==> config.mk <==
export PLATFORM = sky130hd
export DESIGN_NAME = data_cache
export DESIGN_NICKNAME = d
export VERILOG_FILES = /design/src/rtl/data_cache.sv
export SDC_FILE = /design/constraint.sdc
export NUM_CORES = 1
export LEC_CHECK = 0
export CAP_MARGIN = 20
export CELL_PAD_IN_SITES_DETAIL_PLACEMENT = 0
export CELL_PAD_IN_SITES_GLOBAL_PLACEMENT = 2
export CORE_UTILIZATION = 40
export DETAILED_ROUTE_END_ITERATION = 8
export PLACE_DENSITY_LB_ADDON = 0.1
export SLEW_MARGIN = 25
export SYNTH_ARGS = -nofsm -noshare
export SYNTH_HDL_FRONTEND = slang
export SYNTH_SLANG_ARGS = --single-unit
export TNS_END_PERCENT = 100
==> constraint.sdc <==
create_clock -name clk -period 18.3 [get_ports clk]
set_input_delay 5.49 -clock clk [delete_from_list [all_inputs] [get_ports clk]]
set_output_delay 5.49 -clock clk [all_outputs]
set_load 0.005 [all_outputs]
==> src/rtl/data_cache.sv <==
// Direct-mapped, write-through, no-write-allocate data cache with one-word lines.
// Optional hit/miss counters are enabled with DATA_CACHE_STATS_EN.
module data_cache #(
  parameter int ADDR_W = 32,
  parameter int DATA_W = 32,
  parameter int LINES  = 16
) (
  input  logic              clk,
  input  logic              reset,
  input  logic              cpu_req,
  input  logic              cpu_we,
  input  logic [ADDR_W-1:0] cpu_addr,
  input  logic [DATA_W-1:0] cpu_wdata,
  output logic [DATA_W-1:0] cpu_rdata,
  output logic              cpu_stall,
  input  logic              flush,
  output logic              mem_req,
  output logic              mem_we,
  output logic [ADDR_W-1:0] mem_addr,
  output logic [DATA_W-1:0] mem_wdata,
  input  logic [DATA_W-1:0] mem_rdata,
  input  logic              mem_ack
`ifdef DATA_CACHE_STATS_EN
  ,
  output logic [31:0]       hit_count,
  output logic [31:0]       miss_count
`endif
);

  localparam int IW = $clog2(LINES);
  localparam int TW = ADDR_W - IW - 2;

  typedef enum logic [1:0] {IDLE, RMISS, WTHRU} state_t;
  state_t state, state_nx;

  logic [LINES-1:0]  valid;
  logic [TW-1:0]     tag_arr  [LINES];
  logic [DATA_W-1:0] data_arr [LINES];

  logic [ADDR_W-1:0] addr_q;
  logic [DATA_W-1:0] wdata_q;
  logic              whit_q;
  logic              flush_pend;

  logic [IW-1:0] idx, q_idx;
  logic [TW-1:0] tag, q_tag;
  logic          hit, q_match, flush_now;
  logic          idle_flush, idle_acc, ld_hit, ld_miss, st_acc;
  logic          ack_r, ack_w, fill;

  assign idx     = cpu_addr[IW+1:2];
  assign tag     = cpu_addr[ADDR_W-1:IW+2];
  assign q_idx   = addr_q[IW+1:2];
  assign q_tag   = addr_q[ADDR_W-1:IW+2];
  assign hit     = valid[idx] && (tag_arr[idx] == tag);
  assign q_match = valid[q_idx] && (tag_arr[q_idx] == q_tag);

  // A flush seen while busy is replayed on the first IDLE cycle.
  assign flush_now  = flush | flush_pend;
  assign idle_flush = (state == IDLE) && flush_now;
  assign idle_acc   = (state == IDLE) && !flush_now && cpu_req;
  assign ld_hit     = idle_acc && !cpu_we && hit;
  assign ld_miss    = idle_acc && !cpu_we && !hit;
  assign st_acc     = idle_acc && cpu_we;
  assign ack_r      = (state == RMISS) && mem_ack;
  assign ack_w      = (state == WTHRU) && mem_ack;
  assign fill       = ack_r && !flush_now;

  always_ff @(posedge clk or posedge reset) begin
    if (reset) begin
      state      <= IDLE;
      valid      <= '0;
      flush_pend <= 1'b0;
      addr_q     <= '0;
      wdata_q    <= '0;
      whit_q     <= 1'b0;
    end else begin
      state <= state_nx;
      if (idle_flush)      valid        <= '0;
      else if (fill)       valid[q_idx] <= 1'b1;
      if (idle_flush)                  flush_pend <= 1'b0;
      else if (state != IDLE && flush) flush_pend <= 1'b1;
      if (ld_miss || st_acc) addr_q <= cpu_addr;
      if (st_acc) begin
        wdata_q <= cpu_wdata;
        whit_q  <= hit;
      end
    end
  end

  // Tag and data storage carry no reset; valid bits alone qualify them.
  always_ff @(posedge clk) begin
    if (fill) begin
      tag_arr[q_idx]  <= q_tag;
      data_arr[q_idx] <= mem_rdata;
    end else if (ack_w && whit_q && q_match) begin
      data_arr[q_idx] <= wdata_q;
    end
  end

  always_comb begin
    state_nx = state;
    case (state)
      IDLE:    if (ld_miss) state_nx = RMISS;
               else if (st_acc) state_nx = WTHRU;
      RMISS:   if (mem_ack) state_nx = IDLE;
      WTHRU:   if (mem_ack) state_nx = IDLE;
      default: state_nx = IDLE;
    endcase
  end

  always_comb begin
    cpu_stall = 1'b0;
    cpu_rdata = '0;
    mem_req   = 1'b0;
    mem_we    = 1'b0;
    mem_addr  = addr_q;
    mem_wdata = wdata_q;
    if (!reset) begin
      case (state)
        IDLE: begin
          if (flush_now) cpu_stall = 1'b1;
          else if (cpu_req) begin
            if (!cpu_we && hit) cpu_rdata = data_arr[idx];
            else                cpu_stall = 1'b1;
          end
        end
        RMISS: begin
          mem_req   = 1'b1;
          cpu_stall = !mem_ack;
          if (mem_ack) cpu_rdata = mem_rdata;
        end
        WTHRU: begin
          mem_req   = 1'b1;
          mem_we    = 1'b1;
          cpu_stall = !mem_ack;
        end
        default: ;
      endcase
    end
  end

`ifdef DATA_CACHE_STATS_EN
  always_ff @(posedge clk or posedge reset) begin
    if (reset) begin
      hit_count  <= '0;
      miss_count <= '0;
    end else begin
      if (ld_hit)  hit_count  <= hit_count + 32'd1;
      if (ld_miss) miss_count <= miss_count + 32'd1;
    end
  end
`endif

endmodule

==> impl_metrics.json <==
{
  "grtUsageTotal_pct": 24.1,
  "skew_ns": 0.0287,
  "antenna_found_initial": 5,
  "numClockSinks": 1012,
  "finalCritPeriodShare_pct": 86.5,
  "combPwrFrac_pct": 22.8,
  "insertion_delay_ns": 0.71,
  "first_iter_violations": 2150,
  "ys_seq_area_share_pct": 67.2,
  "final.setup.worst_slack_ns": 2.47,
  "io_pins": 201,
  "initial_utilization_pct": 40.3,
  "cts_root_buf": "clkbuf_16",
  "p_per_area_nw_per_um2": 130,
  "postCtsSetupBuffers": 0,
  "fmax_ghz": 0.0632,
  "clockBufferDepth": 3,
  "hold_violations": 0,
  "crit_buf_inv": 3,
  "cts_inserted_buffers": 111,
  "ir_drop_uv": 83.7,
  "die_height_um": 336,
  "rrSetupSlack_ns": 12.00,
  "routed_wl_um": 134000,
  "synth_edf_count": 928,
  "synthFlopType": "edfxtp_1",
  "setup_violations": 0,
  "worst-path-max-fanout": 64,
  "grt_pass1_vias": 25500,
  "vias_per_cell": 5.91,
  "syn_to_final_growth_pct": 16.4,
  "grt_pass1_wl_um": 192000,
  "ff_latch_area_um2": 30000,
  "hold_class": "reg -> reg",
  "max-slew-margin-rel_pct": 32.7,
  "rows": 122,
  "worst_pin_slew_ns": 1.01,
  "crit_chain": "buf_6 -> buf_4 -> and2_1 -> a22oi_1 -> a32o_1 -> a211oi_1 -> nor4_1 -> nand4_1 -> o21bai_1 -> a211oi_1 -> clkdlybuf4s50_1",
  "cp.required_ns": 12.81,
  "arrival_ns": 10.34,
  "rsz0062_at_grt": "false",
  "htree_levels": 3,
  "cp-end-kind": "primary output",
  "switching_share_pct": 30.0,
  "cts_tree": "yes",
  "cp_slowest_cell": "a211oi_1",
  "ys_seq_elements": 1012,
  "maxCapViolations": 0,
  "p_int_uw": 4720,
  "finalNetCount": 2611,
  "wl_per_cell_um": 32.8,
  "holdWs_ns": 0.492,
  "setup_tns_ns": 0,
  "synth_nets": 2368,
  "worst-setup-path-type": "in -> out",
  "die_area_um2": 113000,
  "cellLeakagePower_uw": 0.0170,
  "grt_max_degree": 95,
  "fp.dieW_um": 336,
  "drive_gt1_share_pct": 26.6,
  "pre_cts_ws_ns": 2.42,
  "multi_input_area_um2": 13900,
  "power_frac_seq_pct": 44.9,
  "p_sw_uw": 2020,
  "drc": 0,
  "async_flop_share_pct": 8.30,
  "cp_top_family": "compound AO/OA/AOI/OAI gates",
  "clk_pin_slew_ns": 0.06,
  "n_fill_cell": 9350,
  "dr_total_vias": 24200,
  "ys_types": 75,
  "route.antenna.remaining_nets": 0,
  "drtPass1Iterations": 5,
  "yosysWarnings": 0,
  "hpwl_um": 77100,
  "synth_area_um2": 44600,
  "cp-start-kind": "input pin",
  "max_stage_delay_ns": 0.70,
  "finalMaxSlewViolations": 0,
  "grt_overflow_total": 0,
  "place.port_buffers": 200,
  "avgSynthCellArea_um2": 19.7,
  "cts_resized": 0,
  "syn_inst": 2262,
  "pwr-share-clk_pct": 32.3,
  "ctsHoldBuffers": 0,
  "path_common_cell": "a211oi_1",
  "status": "finished clean",
  "gp_congestion": 0.845,
  "coreArea_um2": 111000,
  "min_period_ns": 15.83
}
==> routing by layer <==
layer	vias up	GRT usage [%]	wire length [um]
li1	9989	-	-
met1	13200	32.5	56800
met2	784	41.1	67500
met3	187	3.52	6390
met4	8	6.14	3280
met5	-	0	40
==> final timing paths <==
path | startpoint | endpoint | cells past startpoint
max | cpu_addr[4] | cpu_stall | 11
min | whit_q | whit_q | 2
max reg2reg | mem_addr[3] | data_arr[2][28] | 11
min reg2reg | whit_q | whit_q | 2
max in group asynchronous | reset | mem_addr[5] | 3
min in group asynchronous | reset | mem_addr[2] | 2
==> worst reg2reg max path, cell delays in order, from the launching register on <==
cell and delay (ns):
dfrtp_4 0.75, buf_4 0.54, buf_4 0.78, mux2i_1 0.26, a22o_1 0.28, o21ai_0 0.61, nand4_1 0.20, a2111oi_2 0.60
nand4_2 0.33, o31a_1 0.65, nor4_2 0.25, buf_4 0.65
==> metrics by stage <==
| stage | area (um^2) | std cells | utilization [%] | power, uW |
|---|---|---|---|---|
| after floorplan | 44600 | 2262 | - | 3900 |
| after global placement | 48300 | 3878 | 43.7 | 4610 |
| after detailed placement | 48400 | 3880 | 43.7 | 4630 |
| after CTS | 51900 | 4085 | 46.9 | 6820 |
| after global routing | 51900 | 4085 | 46.9 | 6990 |
| final | 51900 | 4086 | 46.9 | 6740 |
==> cell usage in the layout, fill, tap and decap left out, drive strengths merged, types with 6 or more instances in the layout <==
| cell | count |
|---|---|
| o22ai | 14 |
| or3 | 7 |
| clkdlybuf4s50 | 196 |
| nand3 | 16 |
| dfrtp | 84 |
| nor2b | 19 |
| and3 | 9 |
| mux2 | 109 |
| nand2b | 41 |
| o221ai | 6 |
| bufinv | 7 |
| mux4 | 331 |
| nand4 | 10 |
| edfxtp | 928 |
| xor2 | 31 |
| buf | 71 |
| xnor2 | 14 |
| nor3 | 18 |
| a22o | 9 |
| nor4 | 15 |
| a22oi | 34 |
| and2 | 12 |
| a21oi | 20 |
| clkinv | 30 |
| a221oi | 16 |
| o21a | 19 |
| nand2 | 67 |
| o21ai | 47 |
| inv | 17 |
| mux2i | 130 |
| clkbuf | 164 |
| nor2 | 35 |
| a211oi | 8 |
==> cells in the mapped netlist, types with 12 or more instances <==
master    instances  area share [%]
nand3_1          15            0.17
o22ai_1          14            0.20
nor3_1           18            0.20
xor2_1           31            0.61
a221oi_1         16            0.31
o21ai_0          45            0.50
buf_6            19            0.48
nand2_1          67            0.56
mux4_2          306              15
nor2_1           35            0.29
a22oi_1          33            0.56
inv_1            14            0.12
mux4_1           25             1.5
mux2_4           58             2.0
mux2_2           51             1.3
xnor2_1          14            0.27
clkbuf_1         54            0.45
nor2b_1          19            0.27
buf_2            44            0.49
mux2i_1         130             2.9
a21oi_1          20            0.22
dfrtp_1          84             4.7
and2_1           12            0.17
nand2b_1         41            0.57
nor4_1           14            0.20
edfxtp_1        928              62
o21a_1           19            0.32
==> power by group through the flow <==
| stage | Combinational, uW | Sequential (uW) | Clock [uW] |
|---|---|---|---|
| detailed placement | 1550 | 3080 | 0 |
| CTS | 1550 | 3030 | 2230 |
| finish | 1530 | 3030 | 2180 |
| floorplan | 935 | 2960 | 0 |
| global placement | 1540 | 3070 | 0 |
| global route | 1610 | 3060 | 2310 |
==> area by class of cell <==
type / instances / share of cell area (%)
diodes: 1 / 0.00482
clock buffers: 163 / 5.94
clock inverters: 42 / 0.858
inverters: 16 / 0.123
multi-input cells: 1096 / 26.8
flip-flops and latches: 1012 / 57.7
well taps: 1488 / 3.59
repair buffers: 268 / 4.95
==> flip-flops by register name, indices dropped and copies added (netlist names) <==
| name | count |
|---|---|
| data_arr | 512 |
| flush_pend | 1 |
| tag_arr | 416 |
| whit_q | 1 |
| valid | 16 |
| mem_wdata | 32 |
| state | 2 |
| mem_addr | 32 |
==> kinds of logic (layout without fill, tap and decap cells) <==
kind of cell	Yosys count	in the layout	synth area share [%]
muxes	570	570	23.1
and+or+nand+nor	258	258	3.04
buffers and inverters	154	489	2.17
DFF	1012	1012	67.2
other	0	1	0
AOI/OAI and AO/OA	219	219	3.56
xor gates and xnor gates	45	45	0.883
adders and majority gates	4	4	0.112
(Power assumes the default switching activity.)
